**src/rtl/alu_arbiter_n.sv**
```systemverilog
// Shares one ALU between the CPU datapath and NUM_UNITS multi-cycle coprocessor
// FSMs, freezing the PC while a unit owns the ALU and aborting hung units.
module alu_arbiter_n #(
  parameter int DATA_W    = 16,
  parameter int OP_W      = 6,
  parameter int FLAG_W    = 4,
  parameter int NUM_UNITS = 2,
  parameter int TIMEOUT   = 64
) (
  input  logic                        clk,
  input  logic                        rst,
  input  logic                        cpu_active,
  input  logic [OP_W-1:0]             cpu_alu_op,
  input  logic [DATA_W-1:0]           cpu_alu_x,
  input  logic [DATA_W-1:0]           cpu_alu_y,
  input  logic [NUM_UNITS-1:0]        unit_trig,
  input  logic [NUM_UNITS-1:0]        unit_req_alu,
  input  logic [NUM_UNITS*OP_W-1:0]   unit_alu_op,
  input  logic [NUM_UNITS*DATA_W-1:0] unit_alu_x,
  input  logic [NUM_UNITS*DATA_W-1:0] unit_alu_y,
  input  logic [NUM_UNITS-1:0]        unit_done,
  input  logic [DATA_W-1:0]           alu_result,
  input  logic [FLAG_W-1:0]           alu_flags,
  output logic [OP_W-1:0]             alu_opcode,
  output logic [DATA_W-1:0]           alu_x_in,
  output logic [DATA_W-1:0]           alu_y_in,
  output logic                        stall,
  output logic [NUM_UNITS-1:0]        unit_start,
  output logic [NUM_UNITS-1:0]        unit_abort,
  output logic [NUM_UNITS-1:0]        unit_grant,
  output logic [DATA_W-1:0]           unit_alu_result,
  output logic [DATA_W-1:0]           cpu_alu_result,
  output logic [FLAG_W-1:0]           cpu_alu_flags,
  output logic                        busy,
  output logic                        timeout_err,
  output logic [2:0]                  owner
);

  // A zero-width counter is illegal, so a disabled watchdog keeps one dummy bit.
  localparam int CNT_W = (TIMEOUT > 0) ? $clog2(TIMEOUT + 1) : 1;
  localparam int LAST  = (TIMEOUT > 0) ? TIMEOUT - 1 : 0;

  typedef enum logic {IDLE, BUSY} state_t;

  state_t             state;
  logic [2:0]         owner_q;
  logic [CNT_W-1:0]   count;
  logic               err_q;

  logic               trig_hit;
  logic [2:0]         trig_idx;
  logic [NUM_UNITS-1:0] trig_onehot;
  logic               owner_ok;
  logic [NUM_UNITS-1:0] owner_sel;
  logic               own_req;
  logic               own_done;
  logic [OP_W-1:0]    own_op;
  logic [DATA_W-1:0]  own_x;
  logic [DATA_W-1:0]  own_y;
  logic               timeout_hit;

  // Trigger priority and owner-side muxing.
  // NOTE: every signal written here gets a default first, so no path leaves it
  // unassigned and no latch is inferred.
  always_comb begin
    trig_hit    = |unit_trig;
    trig_idx    = '0;
    trig_onehot = unit_trig & (~unit_trig + NUM_UNITS'(1));
    for (int k = NUM_UNITS - 1; k >= 0; k--) begin
      if (unit_trig[k]) trig_idx = 3'(k);
    end

    owner_ok  = int'(owner_q) < NUM_UNITS;
    owner_sel = '0;
    own_req   = 1'b0;
    own_done  = 1'b0;
    own_op    = '0;
    own_x     = '0;
    own_y     = '0;
    for (int k = 0; k < NUM_UNITS; k++) begin
      if (owner_q == 3'(k)) begin
        owner_sel[k] = 1'b1;
        own_req      = unit_req_alu[k];
        own_done     = unit_done[k];
        own_op       = unit_alu_op[k*OP_W +: OP_W];
        own_x        = unit_alu_x[k*DATA_W +: DATA_W];
        own_y        = unit_alu_y[k*DATA_W +: DATA_W];
      end
    end

    timeout_hit = (TIMEOUT != 0) && (count == CNT_W'(LAST));
  end

  // Output decode; reset forces every combinational output low.
  always_comb begin
    alu_opcode      = '0;
    alu_x_in        = '0;
    alu_y_in        = '0;
    stall           = 1'b0;
    unit_start      = '0;
    unit_abort      = '0;
    unit_grant      = '0;
    unit_alu_result = '0;
    cpu_alu_result  = '0;
    cpu_alu_flags   = '0;
    busy            = 1'b0;
    if (!rst) begin
      case (state)
        IDLE: begin
          if (trig_hit) begin
            stall      = 1'b1;
            unit_start = trig_onehot;
          end else if (cpu_active) begin
            alu_opcode     = cpu_alu_op;
            alu_x_in       = cpu_alu_x;
            alu_y_in       = cpu_alu_y;
            cpu_alu_result = alu_result;
            cpu_alu_flags  = alu_flags;
          end
        end
        BUSY: begin
          busy = 1'b1;
          if (owner_ok) begin
            stall = 1'b1;
            if (own_req) begin
              alu_opcode      = own_op;
              alu_x_in        = own_x;
              alu_y_in        = own_y;
              unit_grant      = owner_sel;
              unit_alu_result = alu_result;
            end
            // Done beats a coinciding timeout.
            if (own_done) begin
              stall = 1'b0;
            end else if (timeout_hit) begin
              stall      = 1'b0;
              unit_abort = owner_sel;
            end
          end
        end
        default: ;
      endcase
    end
  end

  // NOTE: state registers use non-blocking assignments so every flop samples
  // the pre-edge values regardless of statement order.
  always_ff @(posedge clk) begin
    if (rst) begin
      state   <= IDLE;
      owner_q <= '0;
      count   <= '0;
      err_q   <= 1'b0;
    end else begin
      case (state)
        IDLE: begin
          if (trig_hit) begin
            owner_q <= trig_idx;
            count   <= '0;
            state   <= BUSY;
          end
        end
        BUSY: begin
          if (!owner_ok || own_done) begin
            state <= IDLE;
          end else if (timeout_hit) begin
            err_q <= 1'b1;
            state <= IDLE;
          end else if (count != '1) begin
            count <= count + 1'b1;
          end
        end
        default: state <= IDLE;
      endcase
    end
  end

  assign owner       = owner_q;
  assign timeout_err = err_q;

endmodule
```
**config.mk**
```make
export PLATFORM = sky130hd
export DESIGN_NAME = alu_arbiter_n
export DESIGN_NICKNAME = d
export VERILOG_FILES = /design/src/rtl/alu_arbiter_n.sv
export SDC_FILE = /design/constraint.sdc
export NUM_CORES = 1
export LEC_CHECK = 0
export BUFFER_PORTS_ARGS = -buffer_cell sky130_fd_sc_hd__buf_4
export CAP_MARGIN = 15
export CORE_AREA = 2 2 89 91
export CTS_BUF_LIST = sky130_fd_sc_hd__clkbuf_4 sky130_fd_sc_hd__clkbuf_8
export DETAILED_ROUTE_END_ITERATION = 6
export DIE_AREA = 0 0 91 93
export SYNTH_ARGS = -nofsm -noshare
export SYNTH_HDL_FRONTEND = slang
export SYNTH_SLANG_ARGS = --single-unit
```
**constraint.sdc**
```tcl
create_clock -name clk -period 1.71 [get_ports clk]
set_clock_uncertainty 0.1 [all_clocks]
set_input_delay 0.342 -clock clk [delete_from_list [all_inputs] [get_ports clk]]
set_output_delay 0.342 -clock clk [all_outputs]
set_load 0.02 [all_outputs]
```
**Yosys cells after proc, flatten, opt, wreduce, memory -nomap -nowiden**

Cells that the tools add are included.

- Add/subtract/negate cells: 2
- Multipliers: 0
- Divide/modulo/power cells: 0
- $lt $le $gt $ge: 1
- Eq/ne operators: 7
- Shift operators: 0
- Muxes and demuxes: 71
- Bitwise logic cells: 4
- Reductions and logical operators: 7

Operators with widths:

| kind | number |
|---|---|
| 16-bit two-way mux | 22 |
| 16-bit one-hot mux with 2 select lines | 2 |
| 6-bit two-way mux | 7 |
| 7-bit two-way mux | 4 |
| 2-bit two-way mux | 12 |
| 1-bit two-way mux | 16 |
| 4-bit two-way mux | 4 |
| 7-bit one-hot mux with 2 select lines | 1 |
| 6-bit one-hot mux with 2 select lines | 1 |
| 7-bit by 1-bit adder with 7-bit output (second input constant) | 1 |
| 7-bit by 6-bit equality test with 1-bit output (second input constant) | 1 |
| 7-bit inequality test (second input constant) | 1 |
| 2-bit inequality test (second input constant) | 3 |
| 1-bit one-hot mux with 2 select lines | 2 |
| 4-bit AND reduction | 1 |
| 3-bit by 1-bit equality test with 1-bit output (second input constant) | 1 |
| 3-bit zero test | 1 |
| 3-bit by 2-bit < comparator with 1-bit output (second input constant) | 1 |
| 3-bit AND reduction | 1 |
| 2-bit by 1-bit adder with 2-bit output (second input constant) | 1 |
| 2-bit bitwise AND | 1 |
| 2-bit by 1-bit inequality test with 1-bit output (second input constant) | 1 |
| 1-bit inverter | 2 |
| 2-bit inverter | 1 |
| 4 further kinds | 4 |

- Bits in registers: 12
- Bits in latches: 0
- RAM bits: 0
- Memory bits (read-only): 0
- Input port bits: 143
- Output and inout port bits: 86
- Logic and storage cells: 96
- Memories: 0

**Depth between registers and ports, before layout**

- Word-level depth: 7
- Mapped depth: 7

**Worst setup path before layout**

OpenSTA, ideal clock, no wires.

- Path type: register -> output
- Start point: register owner_q[0] (netlist: owner[0])
- End point: output unit_abort[0]
- Data arrival time: 1.571 ns
- Path slack: -0.303 ns
- Stages on the path, launching flop included: 6
- Buffers on the path: 1
- Cells stage by stage: dfxtp_1 > buf_6 > mux2i_4 > nand2_1 > or3_1 > nor2_1

- Longest elaborated chain between the ends: 7
- Elaborated cells on any way between the ends: 11

Ends and longest elaborated chain:

| element | line | text |
|---|---|---|
| from (decl) | 46 | `logic [2:0] owner_q;` |
| from (signal assigned) | 158 | `owner_q <= trig_idx;` |
| 3-bit zero test | 81 | `if (owner_q == 3'(k)) begin` |
| 1-bit two-way mux | 81 |  |
| 2-bit two-way mux / 1-bit two-way mux (equally long branches) | 135, 81 |  |
| 2-bit two-way mux | 133 | `if (own_done) begin` |
| 2-bit two-way mux (*) | 123 | `if (owner_ok) begin` |
| 2-bit two-way mux (*) | 108 | `case (state)` |
| 2-bit two-way mux (*) | 107 | `if (!rst) begin` |
| to (decl) | 29 | `output logic [NUM_UNITS-1:0] unit_abort,` |

Mark *: on every way between the ends. The rest lies on a longest branch, timed or not.

**Worst setup path in the final report**

Ends and elaborated chain as after synthesis.

==> run metrics <==
dominant cells by area after synthesis mux2i_1 (23%), dfxtp_1 (12%), o21ai_1 (12%), nand2_1 (10%), and3_1 (8.1%); Mean Syn Cell Area 6.77 µm²; Worst Hold End timeout_err; Seq. cell area 208 µm²; worst endpoint required time 1270 ps; post-synth top area cell mux2i_1; reg2reg path depth 7; CORE AREA 7530 µm²; diodes inserted 0; commonest non-fill, non-tap cell in the layout buf_4; R2R Path Start count[0]; Area Growth Syn to Fin 185%; GRT overflow 0; Final Hold Fails 0; R2R Setup Slk 120 ps; CTS Root Cell clkbuf_8; DRT Pass-1 Iters 4; largest net degree at the start of global routing 22; DP HPWL 6.76 mm; f_max 0.499 GHz; DRT antenna net count 0; TritonCTS Buffers 3; PD cells 312 nW/µm²; gpl congestion 0.814; Total GRT Usage 0.194; TNS Setup -17,320 ps; hold path depth 2; number of global-route vias before repair 2,723; hold_ws 359 ps; RSZ-0062 raised after global routing true; Total Routed Length 9.41 mm; Syn. warnings 0; share of layout cells above drive strength 1 0.705; predominant post-synthesis flop cell dfxtp_1; CTS Buffer Depth 2; Unique masters post-synth 33; Final Critical Period 2000 ps; Synth top area share 0.233; leak pwr 2.13 nW; pins over their slew limit 0; CTS clock-pin slew for the worst setup and hold paths 50 ps; most frequent cells in the layout buf_4 (218), buf_6 (43), nand2_1 (41), mux2i_1 (35), o21ai_4 (24); DIE AREA 8460 µm²; post-route setup slack -292 ps; maximum vdd drop 412 µV; # nets final 643; outcome finished with violations; Setup crit end kind output pin; Seq/Total Area, Yosys 0.123; Worst EP arrival 1560 ps; die height 93 µm; Final Cycle Share 1.17; drt wl/cell 15.7 µm; multi-input logic area 1810 µm²; number of flops mapped to enable cells by yosys 0; Setup CP Type reg2out; asr flop ratio synth 0; violated checks setup timing; worst r2r dst count[1]; max_cap viols 0; initial antenna violation count 0; Final setup viols 77; CP startpoint kind flip-flop; Critical Path Fanout Max 6; clk_lat worst skew 230 ps; Initial DRC Count 33; type of the worst min-delay path reg2reg; hold wc startpoint timeout_err; FILL cells 694; total power 0.00145 W; clock sinks 10; cell count after synthesis 241; Ports 229; Starting Density 0.217; first-pass GRT wire length 13.4 mm; Post-Syn Area 1630 µm²; die width 91 µm; H-tree depth 1; CTS tree built; routed via count 2,800; IO Port Bufs 226; Via density 4.67; drt drc 0; #FFs+latches synth 10; # rows 32; pre-CTS setup slack -258 ps
## cell families (layout without fill, tap and decap cells)
| logic type | count (synthesis) | count (layout) | share of synthesized area |
|---|---|---|---|
| flops | 10 | 10 | 0.123 |
| buf+inv | 27 | 283 | 0.0851 |
| mux | 39 | 39 | 0.247 |
| fa+ha+maj | 1 | 1 | 0.00767 |
| compound gates | 57 | 57 | 0.203 |
| other cells | 1 | 2 | 0.00230 |
| simple gates | 106 | 106 | 0.332 |
## power breakdown
part | switching (W) | internal, W
Clock | 0.0000862 | 0.000202
Combinational | 0.000397 | 0.000515
Sequential | 0.00000951 | 0.000239
## worst max-delay path by stage
stage / startpoint / endpoint / slack (ps) / cells after the start
2_1_floorplan: owner[0] / unit_abort[0] / -110 / 5
5_1_grt: owner[0] / unit_abort[0] / -360 / 5
4_1_cts: owner[0] / unit_abort[0] / -300 / 5
3_3_place_gp: rst / alu_y_in[9] / -250 / 7
6_report: owner[0] / unit_abort[0] / -290 / 5
3_5_place_dp: rst / alu_y_in[0] / -260 / 7
## cells in the mapped netlist (3+ instances only)
library cell	number
nand2_1	44
o21ai_1	39
mux2i_1	38
and3_1	21
and2_1	17
nand3_1	12
dfxtp_1	10
buf_2	9
a21oi_1	7
clkbuf_1	7
buf_4	5
inv_1	5
nor2_1	5
o31a_1	3
## layout make-up
type / instances / share of cell area
timing repair buffer: 274 / 0.524
inverter: 5 / 0.00404
tap: 102 / 0.0275
clock buffer: 4 / 0.0118
multi-input combinational: 205 / 0.388
sequential: 10 / 0.0447
## routing by layer
layer	up-vias	routed length, µm	track usage
met2	122	5220	0.397
met3	4	632	0.0371
li1	1372	-	-
met1	1302	3480	0.210
met5	-	0	0
met4	0	75	0.0265
## metrics by stage
| step | instances | area (µm²) | util |
|---|---|---|---|
| global route | 600 | 4650 | 0.618 |
| finish | 600 | 4650 | 0.618 |
| floorplan | 242 | 1950 | - |
| CTS | 595 | 4360 | 0.579 |
| global placement | 582 | 3950 | 0.524 |
| detailed placement | 582 | 3950 | 0.524 |
## critical path: stages, from the launching register on
cell	delay [ps]
dfxtp_4	410
mux2i_4	250
nand2_1	70
or3_4	370
nor2_4	120
buf_6	120
## sequential cells by signal (all words and copies together) (netlist names)
signal,flops
timeout_err,1
owner,1
count,7
state,1
## timing repair
| action | 4_1_cts | 5_1_grt |
|---|---|---|
| pin swaps | 5 | 16 |
| endpoints found under the hold margin | 0 | 0 |
| hold buffers | 0 | 0 |
| endpoints found under the setup margin | 78 | 79 |
| cloned | 5 | 4 |
| setup buffers | 5 | 3 |
| resized for setup | 54 | 48 |
Power figures use the tool's default switching activity.
